### config.mk
export PLATFORM = sky130hd
export DESIGN_NAME = cpu_step_display_flat
export DESIGN_NICKNAME = d
export VERILOG_FILES = /design/src/rtl/cpu_io_pkg.sv /design/src/rtl/cpu_step_display_if.sv /design/src/rtl/btn_debounce.sv /design/src/rtl/cpu_step_display.sv /design/src/flat_wrapper.sv
export SDC_FILE = /design/constraint.sdc
export NUM_CORES = 1
export LEC_CHECK = 0
export BUFFER_PORTS_ARGS = -buffer_cell sky130_fd_sc_hd__buf_4
export CORE_MARGIN = 2
export CORE_UTILIZATION = 43
export DETAILED_ROUTE_END_ITERATION = 8
export PLACE_DENSITY_LB_ADDON = 0.1
export SETUP_SLACK_MARGIN = 0.3
export SYNTH_ARGS = -nofsm -noshare
export SYNTH_HDL_FRONTEND = slang
export SYNTH_SLANG_ARGS = --single-unit
### constraint.sdc
create_clock -name CLK -period 2.7 [get_ports CLK]
set_input_delay 0 -clock CLK [delete_from_list [all_inputs] [get_ports CLK]]
set_output_delay 0 -clock CLK [all_outputs]
set_load 0.02 [all_outputs]
### src/rtl/cpu_io_pkg.sv
// Shared types and constants for the CPU board I/O stage:
// debounce FSM states, display-select encodings and 7-segment hex codes.
package cpu_io_pkg;

    typedef enum logic [1:0] {
        StIdle,
        StWaitPress,
        StPressed,
        StWaitRelease
    } dbnc_state_e;

    localparam logic [1:0] SEL_PC  = 2'd0;
    localparam logic [1:0] SEL_RS  = 2'd1;
    localparam logic [1:0] SEL_RT  = 2'd2;
    localparam logic [1:0] SEL_ALU = 2'd3;

    // Active-low gfedcba segment codes.
    localparam logic [6:0] HEX_0 = 7'h40;
    localparam logic [6:0] HEX_1 = 7'h79;
    localparam logic [6:0] HEX_2 = 7'h24;
    localparam logic [6:0] HEX_3 = 7'h30;
    localparam logic [6:0] HEX_4 = 7'h19;
    localparam logic [6:0] HEX_5 = 7'h12;
    localparam logic [6:0] HEX_6 = 7'h02;
    localparam logic [6:0] HEX_7 = 7'h78;
    localparam logic [6:0] HEX_8 = 7'h00;
    localparam logic [6:0] HEX_9 = 7'h10;
    localparam logic [6:0] HEX_A = 7'h08;
    localparam logic [6:0] HEX_B = 7'h03;
    localparam logic [6:0] HEX_C = 7'h46;
    localparam logic [6:0] HEX_D = 7'h21;
    localparam logic [6:0] HEX_E = 7'h06;
    localparam logic [6:0] HEX_F = 7'h0E;

    localparam logic [7:0] SEG_BLANK = 8'hFF;
    localparam logic [3:0] AN_RESET  = 4'b1110;

    function automatic logic [6:0] hex_decode(input logic [3:0] nib);
        logic [6:0] code;
        code = HEX_0;
        unique case (nib)
            4'h0: code = HEX_0;
            4'h1: code = HEX_1;
            4'h2: code = HEX_2;
            4'h3: code = HEX_3;
            4'h4: code = HEX_4;
            4'h5: code = HEX_5;
            4'h6: code = HEX_6;
            4'h7: code = HEX_7;
            4'h8: code = HEX_8;
            4'h9: code = HEX_9;
            4'hA: code = HEX_A;
            4'hB: code = HEX_B;
            4'hC: code = HEX_C;
            4'hD: code = HEX_D;
            4'hE: code = HEX_E;
            4'hF: code = HEX_F;
        endcase
        return code;
    endfunction

endpackage

### src/rtl/cpu_step_display_if.sv
// CPU-observation buses, step button and display pins of the board I/O stage.
interface cpu_step_display_if;

    logic        btn_step;
    logic [1:0]  sw_sel;
    logic [31:0] curPC;
    logic [31:0] readData1;
    logic [31:0] readData2;
    logic [31:0] ALUData;
    logic        cpu_step;
    logic [3:0]  an;
    logic [7:0]  seg;

    modport master (
        output btn_step, sw_sel, curPC, readData1, readData2, ALUData,
        input  cpu_step, an, seg
    );

    modport slave (
        input  btn_step, sw_sel, curPC, readData1, readData2, ALUData,
        output cpu_step, an, seg
    );

endinterface

### src/rtl/btn_debounce.sv
// Two-flop synchroniser plus press/release debounce FSM; emits a one-cycle
// pulse per accepted press.
module btn_debounce
    import cpu_io_pkg::*;
#(
    parameter int unsigned DEBOUNCE_CYCLES = 1000000
) (
    input  logic clk_i,
    input  logic rst_i,
    input  logic btn_i,
    output logic pulse_o
);

    localparam int unsigned     CntW   = $clog2(DEBOUNCE_CYCLES + 1);
    localparam logic [CntW-1:0] CntMax = CntW'(DEBOUNCE_CYCLES - 1);

    logic            sync1_q;
    logic            btn_s_q;
    dbnc_state_e     state_q, state_d;
    logic [CntW-1:0] cnt_q, cnt_d;
    logic            pulse_q;

    always_ff @(posedge clk_i) begin
        if (rst_i) begin
            sync1_q <= 1'b0;
            btn_s_q <= 1'b0;
            state_q <= StIdle;
            cnt_q   <= '0;
            pulse_q <= 1'b0;
        end else begin
            sync1_q <= btn_i;
            btn_s_q <= sync1_q;
            state_q <= state_d;
            cnt_q   <= cnt_d;
            pulse_q <= (state_d == StPressed);
        end
    end

    always_comb begin
        state_d = state_q;
        cnt_d   = cnt_q;
        unique case (state_q)
            StIdle: begin
                if (btn_s_q) begin
                    state_d = StWaitPress;
                    cnt_d   = '0;
                end
            end
            StWaitPress: begin
                if (!btn_s_q) begin
                    state_d = StIdle;
                end else if (cnt_q == CntMax) begin
                    state_d = StPressed;
                end else begin
                    cnt_d = cnt_q + 1'b1;
                end
            end
            StPressed: begin
                state_d = StWaitRelease;
                cnt_d   = '0;
            end
            StWaitRelease: begin
                // Any high sample restarts the release qualification.
                if (btn_s_q) begin
                    cnt_d = '0;
                end else if (cnt_q == CntMax) begin
                    state_d = StIdle;
                end else begin
                    cnt_d = cnt_q + 1'b1;
                end
            end
            default: state_d = StIdle;
        endcase
    end

    assign pulse_o = pulse_q;

endmodule

### src/rtl/cpu_step_display.sv
// Board I/O stage: debounced single-step pulse and a 4-digit multiplexed
// 7-segment view of the low half of a selected CPU bus.
module cpu_step_display
    import cpu_io_pkg::*;
#(
    parameter int unsigned DEBOUNCE_CYCLES = 1000000,
    parameter int unsigned SCAN_CYCLES     = 100000
) (
    input logic               CLK,
    input logic               Reset,
    cpu_step_display_if.slave io
);

    localparam int unsigned      ScanW   = (SCAN_CYCLES > 1) ? $clog2(SCAN_CYCLES) : 1;
    localparam logic [ScanW-1:0] ScanMax = ScanW'(SCAN_CYCLES - 1);

    logic [ScanW-1:0] scan_cnt_q, scan_cnt_d;
    logic [1:0]       digit_q, digit_d;
    logic [3:0]       an_q, an_d;
    logic [7:0]       seg_q, seg_d;
    logic [31:0]      sel_word;
    logic [3:0]       nibble;
    logic             unused_sel_hi;

    btn_debounce #(
        .DEBOUNCE_CYCLES(DEBOUNCE_CYCLES)
    ) u_btn_debounce (
        .clk_i  (CLK),
        .rst_i  (Reset),
        .btn_i  (io.btn_step),
        .pulse_o(io.cpu_step)
    );

    always_comb begin
        sel_word = io.curPC;
        unique case (io.sw_sel)
            SEL_PC:  sel_word = io.curPC;
            SEL_RS:  sel_word = io.readData1;
            SEL_RT:  sel_word = io.readData2;
            SEL_ALU: sel_word = io.ALUData;
        endcase
    end

    // Only the low 16 bits fit on four digits.
    assign unused_sel_hi = ^sel_word[31:16];

    always_comb begin
        nibble = sel_word[3:0];
        unique case (digit_q)
            2'd0: nibble = sel_word[3:0];
            2'd1: nibble = sel_word[7:4];
            2'd2: nibble = sel_word[11:8];
            2'd3: nibble = sel_word[15:12];
        endcase
    end

    always_comb begin
        scan_cnt_d = scan_cnt_q + 1'b1;
        digit_d    = digit_q;
        if (scan_cnt_q == ScanMax) begin
            scan_cnt_d = '0;
            digit_d    = digit_q + 2'd1;
        end
        an_d  = ~(4'b0001 << digit_q);
        seg_d = {1'b1, hex_decode(nibble)};
    end

    always_ff @(posedge CLK) begin
        if (Reset) begin
            scan_cnt_q <= '0;
            digit_q    <= 2'd0;
            an_q       <= AN_RESET;
            seg_q      <= SEG_BLANK;
        end else begin
            scan_cnt_q <= scan_cnt_d;
            digit_q    <= digit_d;
            an_q       <= an_d;
            seg_q      <= seg_d;
        end
    end

    assign io.an  = an_q;
    assign io.seg = seg_q;

endmodule

### src/flat_wrapper.sv
// flat-port wrapper written by rule: the top's interface ports become plain ports
module cpu_step_display_flat import cpu_io_pkg::*;
#(
    parameter int unsigned DEBOUNCE_CYCLES = 1000000,
    parameter int unsigned SCAN_CYCLES     = 100000
)
  (CLK, Reset, io_btn_step, io_sw_sel, io_curPC, io_readData1, io_readData2, io_ALUData, io_cpu_step, io_an, io_seg);
  cpu_step_display_if io_i ();
  input logic CLK;
  input logic Reset;
  input wire logic [$bits(io_i.btn_step)-1:0] io_btn_step;
  input wire logic [$bits(io_i.sw_sel)-1:0] io_sw_sel;
  input wire logic [$bits(io_i.curPC)-1:0] io_curPC;
  input wire logic [$bits(io_i.readData1)-1:0] io_readData1;
  input wire logic [$bits(io_i.readData2)-1:0] io_readData2;
  input wire logic [$bits(io_i.ALUData)-1:0] io_ALUData;
  output wire logic [$bits(io_i.cpu_step)-1:0] io_cpu_step;
  output wire logic [$bits(io_i.an)-1:0] io_an;
  output wire logic [$bits(io_i.seg)-1:0] io_seg;
  assign io_i.btn_step = io_btn_step;
  assign io_i.sw_sel = io_sw_sel;
  assign io_i.curPC = io_curPC;
  assign io_i.readData1 = io_readData1;
  assign io_i.readData2 = io_readData2;
  assign io_i.ALUData = io_ALUData;
  assign io_cpu_step = io_i.cpu_step;
  assign io_an = io_i.an;
  assign io_seg = io_i.seg;
  cpu_step_display #(.DEBOUNCE_CYCLES(DEBOUNCE_CYCLES), .SCAN_CYCLES(SCAN_CYCLES)) u_core (.CLK(CLK), .Reset(Reset), .io(io_i));
endmodule
# ---- Word-level counts from Yosys, hierarchy flattened
# Memories as Yosys holds them, arrays and structs flattened. A register that Yosys moved wholly into a read port is not among the register bits.
# Cells that the tools add are included.
dict set report word_totals {
  mem_bits_ro 112
  elab_cells 47
  mem_count 1
  reg_bits 49
}
dict set report op_classes {
  bitwise 1
  reduce_logical 5
  shift 1
  add_sub_neg 3
  mux 13
  n_eq_ne 14
}
# memory depth width read_ports rd_clocked_by_memory_dff write_ports line
set memory_table {}
lappend memory_table {{(no name shown)} 16 7 1 1 0 cpu_io_pkg.sv:41} ;# unique case (nib)
# operator count
set op_table {}
lappend op_table {{$mux 20} 4}
lappend op_table {{$pmux 20 s4} 1}
lappend op_table {{$pmux 16 s4} 1}
lappend op_table {{$add 20x1->20 const B} 1}
lappend op_table {{$eq 20x20->1 const B} 1}
lappend op_table {{$add 17x1->17 const B} 1}
lappend op_table {{$eq 17x17->1 const B} 1}
lappend op_table {{$pmux 4 s4} 1}
lappend op_table {{$eq 2x2->1 const B} 7}
lappend op_table {{$mux 2} 5}
lappend op_table {{$pmux 2 s4} 1}
lappend op_table {{$eq 2x1->1 const B} 3}
lappend op_table {{$logic_not 2->1} 3}
lappend op_table {{$ne 2x2->1 const B} 2}
lappend op_table {{$not 4->4} 1}
lappend op_table {{$shl 1x2->4 const A} 1}
lappend op_table {{$add 2x1->2 const B} 1}
lappend op_table {{$reduce_and 2->1} 1}
lappend op_table {{$reduce_or 2->1} 1}

# ---- Depth between registers and ports, before layout
dict set report depth {
  ltp_word 5
  mapped_depth 11
  depth_no_buf 11
}

# ---- Modules after synthesis
# Synthesis repeated with hierarchy kept, for this count alone.
dict set report hier_totals {
  hier_cells 371
  hier_area_um2 3299.4
}
# mod area_per_inst_um2 cells_per_inst instances
set modules_own_cells {}
lappend modules_own_cells {cpu_step_display 2006.9 214 1}
lappend modules_own_cells {btn_debounce 1292.5 157 1}

# ---- Least setup slack after synthesis
# OpenSTA, ideal clock, no wires.
dict set report synth_timing {
  kind {flip-flop to flip-flop}
  startpoint {reg u_core.digit_q[0]}
  endpoint {reg u_core.seg_q[6], in the netlist u_core.io.seg[6]}
  path_slack_ns 0.072
  arrival_ns 2.506
  path_stages_with_launch 12
  path_buffers 0
  path_cell_list {dfxtp_1 -> inv_1 -> ha_1 -> a22o_1 -> nand3b_1 -> o221ai_1 -> o41ai_2 -> inv_1 -> ha_1 -> nand2_1 -> a21bo_1 -> a221o_1}
}
dict set report synth_via {
  elab_chain_len 2
  elab_cells_between_ends 5
}
# item line
set synth_rtl {}
lappend synth_rtl {{start: declaration} cpu_step_display.sv:18} ;# logic [1:0] digit_q, digit_d;
lappend synth_rtl {{start signal: assignment} cpu_step_display.sv:76} ;# digit_q <= digit_d;
lappend synth_rtl {{$eq 2x2->1, or another cell as far along} cpu_step_display.sv:49} ;# unique case (digit_q)
lappend synth_rtl {{$pmux 4 s4 (*)} cpu_step_display.sv:49}
lappend synth_rtl {{end: declaration} cpu_step_display.sv:20} ;# logic [7:0] seg_q, seg_d;
# Mark *: on every way between the ends. The rest lies on a longest branch, timed or not.
# A chain may end at the register's enable or synchronous reset.

# ---- Worst setup path after layout
dict set report layout_timing {
  startpoint {reg u_core.digit_q[1]}
  endpoint {reg u_core.seg_q[6], in the netlist u_core.io.seg[6]}
}
# Same word-level chain as after synthesis.

==> impl_metrics.py <==
metrics = {
    "run_status": {
        "outcome": "completed",
    },
    "hold_path": {
        "min_path_type": "primary input to flip-flop",
    },
    "power_and_ir_drop": {
        "p_leak_nw": 1.723,
        "swShare_pct": 26.85,
        "seqPwrFrac_pct": 52.0,
        "switchingPower_uw": 433.7,
        "total_power_mw": 1.615,
        "p_per_area_nw_per_um2": 391.4,
        "vdd_drop_max_v": 0.0003313,
        "pwr-share-clk_pct": 29.2,
        "internal-power_mw": 1.181,
        "combPwrFrac_pct": 18.8,
    },
    "synthesis": {
        "syn_area_per_cell_sq_um": 8.878,
        "synth_cells": 355,
        "synthFlopType": "dfxtp_1",
        "yosys.cell_types.count": 54,
        "synth.area.top_cells": "dfxtp_1 35%, mux2i_1 7.6%, xor2_1 5.8%",
        "yosys_warnings": 0,
        "synth_edf_count": 0,
        "synth_top_area_share_pct": 34.93,
        "ys_seq_elements": 55,
        "yosysSeqAreaShare_pct": 34.93,
        "yosysTopAreaCell": "dfxtp_1",
        "synth.net_count": 501,
        "async_flop_share_pct": 0,
        "synth_area_sq_um": 3152,
    },
    "finish": {
        "nFillCells": 685,
        "drive_above_1_share_pct": 29.95,
        "syn2layout_area_growth_pct": 30.93,
        "final_common_cell": "buf_4",
        "insertedDiodeCount": 0,
        "final_cell_mix": "97 x buf_4, 53 x dfxtp_1, 46 x nor2_1",
        "fin_nets": 589,
    },
    "timing": {
        "drv_slew": 0,
        "holdWs_ps": 40.10,
        "min_period_ps": 2409,
        "fin_crit_sh_pct": 89.23,
        "fin_setup_tns_ps": 0,
        "fmax_mhz": 415.1,
        "rsz0062_at_grt": "true",
        "tightest_slew_ps": 689.0,
        "maxSlewHeadroom_pct": 53.79,
        "setup_viol": 0,
        "fin_skew_ps": 10.45,
        "hold_viol_final": 0,
    },
    "worst_setup_path": {
        "cp_slowest_cell": "or4_4",
        "crit_chain": "inv_4 -> ha_4 -> or2b_4 -> o21ai_2 -> or4_4 -> o21ai_4 -> inv_2 -> ha_4 -> nand2_2 -> a21bo_1 -> a221o_1",
        "critPathCaptureType": "flip-flop",
        "crit_family": "simple AND/OR/NAND/NOR gates",
        "required_ps": 2900,
        "slowest_delay_ps": 540,
        "path_buf_inv": 2,
        "cp_common_cell": "ha_4",
        "critical_path_class": "flip-flop to flip-flop",
        "cp-start-kind": "flip-flop",
        "path_max_fanout": 4,
        "crit_arrival_ps": 2610,
    },
    "clock_tree": {
        "htreeDepth": 2,
        "cts.reportedPaths.clkPinSlew_ps": 100,
        "clock-root-buffer": "clkbuf_8",
        "clock_latency_ps": 310,
        "numClockSinks": 55,
        "cts.path.max_buffers": 2,
        "cts_tree": "built",
        "cts_buffers": 5,
    },
    "global_routing": {
        "grt_use_total_pct": 18.25,
        "grt_pass1_wl_microns": 11540,
        "met1_usage_pct": 25.20,
        "grtUsageMet3_pct": 3.748,
        "grt-busiest-layer": "met2",
        "grtUsageMet2_pct": 29.81,
        "grt_max_degree": 26,
        "grt_pass1_vias": 2545,
        "antenna_found_initial": 0,
        "grt_overflow": 0,
    },
    "floorplanning": {
        "dieArea_sq_um": 8031,
        "die_w_microns": 89.62,
        "core_area_sq_um": 7176,
        "rows": 31,
        "start_util_pct": 43.92,
        "fp.dieH_microns": 89.62,
        "ioPinCount": 146,
    },
    "detailed_routing": {
        "drcViolationCount": 0,
        "drtPass1Iterations": 4,
        "ant_nets": 0,
        "routed_wirelength_microns": 7531,
        "drt_iter0_drc": 109,
        "dr_total_vias": 2851,
        "routed_via_density": 5.250,
        "wl_per_cell_microns": 13.87,
    },
    "placed_design": {
        "routabilityCongestion": 0.7855,
        "port_buffers": 80,
        "dpl.hpwl_microns": 5676,
    },
    "job": {
        "maxCapViolCount": 0,
    },
}
[cell type report]
type / instances / area [sq um] / area share, %
clock inverters: 3 / 23.77 / 0.5761
clock buffers: 5 / 68.82 / 1.668
multi-input cells: 272 / 2018 / 48.91
flip-flops and latches: 55 / 1109 / 26.86
repair buffers: 98 / 738.2 / 17.89
inverters: 11 / 45.04 / 1.092
well taps: 99 / 123.9 / 3.002
[synth_stat cells (4+ instances only)]
library cell / count
xnor2_1: 7
ha_1: 13
nor2_1: 46
and4_1: 4
and3_1: 10
dfxtp_1: 55
nand4_1: 10
a21oi_1: 13
o21ai_0: 15
xor2_1: 21
nor2b_1: 6
inv_1: 10
nand2_1: 23
nand2b_1: 5
o22ai_1: 7
mux2i_1: 24
or3_1: 5
nand3_1: 16
clkbuf_1: 11
[flip-flops by register name, indices dropped and copies added (netlist names)]
signal                         count
u_core.digit_q                     2
u_core.io.an                       4
u_core.io.seg                      7
u_core.scan_cnt_q                 17
u_core.u_btn_debounce.btn_s_q      1
u_core.u_btn_debounce.cnt_q       20
u_core.u_btn_debounce.pulse_o      1
u_core.u_btn_debounce.state_q      2
u_core.u_btn_debounce.sync1_q      1
[metal layers]
layer	routed length (microns)	vias up
li1	-	1446
met1	3563	1318
met2	3413	80
met3	490	7
met4	65	0
met5	0	-
[path summary, 6_finish.rpt]
path | start | end | slack [ps] | cells after the start
setup / recovery | u_core.digit_q[1]$_SDFFE_PP0P_ | u_core.io.seg[6]$_SDFF_PP1_ | 290 | 11
hold / removal | Reset | u_core.scan_cnt_q[4]$_SDFF_PP0_ | 40 | 2
setup reg to reg | u_core.digit_q[1]$_SDFFE_PP0P_ | u_core.io.seg[6]$_SDFF_PP1_ | 290 | 11
hold reg to reg | u_core.u_btn_debounce.sync1_q$_SDFF_PP0_ | u_core.u_btn_debounce.btn_s_q$_SDFF_PP0_ | 450 | 1
[through the flow]
step           util [%]  worst slack, ps  std cells  cell area [sq um]
2_1_floorplan         -            323.3        355               3171
3_3_place_gp      54.00            151.0        527               3875
3_5_place_dp      54.00            119.2        527               3875
4_1_cts           56.01            314.8        537               4019
5_1_grt           57.51            223.2        543               4126
6_report          57.51            290.7        543               4126
[power by group through the flow]
| stage | Clock, mW | Combinational [mW] | Sequential, mW |
|---|---|---|---|
| 2_1_floorplan | 0 | 0.147 | 0.877 |
| 3_3_place_gp | 0 | 0.289 | 0.860 |
| 3_5_place_dp | 0 | 0.294 | 0.860 |
| 4_1_cts | 0.488 | 0.296 | 0.840 |
| 5_1_grt | 0.524 | 0.328 | 0.843 |
| 6_report | 0.472 | 0.304 | 0.839 |
[logic make-up after synthesis]
| family | Yosys count | synth area share [%] |
|---|---|---|
| xor gates and xnor gates | 28 | 7.781 |
| other | 1 | 0.1190 |
| and+or+nand+nor | 143 | 23.22 |
| muxes | 29 | 11.08 |
| AOI/OAI and AO/OA | 58 | 13.34 |
| adders and majority gates | 13 | 5.161 |
| DFF | 55 | 34.93 |
| buffers and inverters | 28 | 4.366 |
[what timing repair did]
action / 4_1_cts / 5_1_grt
endpoints found under the hold margin: 1 / 0
endpoints found under the setup margin: 4 / 3
pin swaps: 3 / 5
hold buffers: 1 / 0
buffers inserted: 1 / 6
gates resized for setup: 10 / 16
No activity file was read; power rests on OpenSTA's default activity.
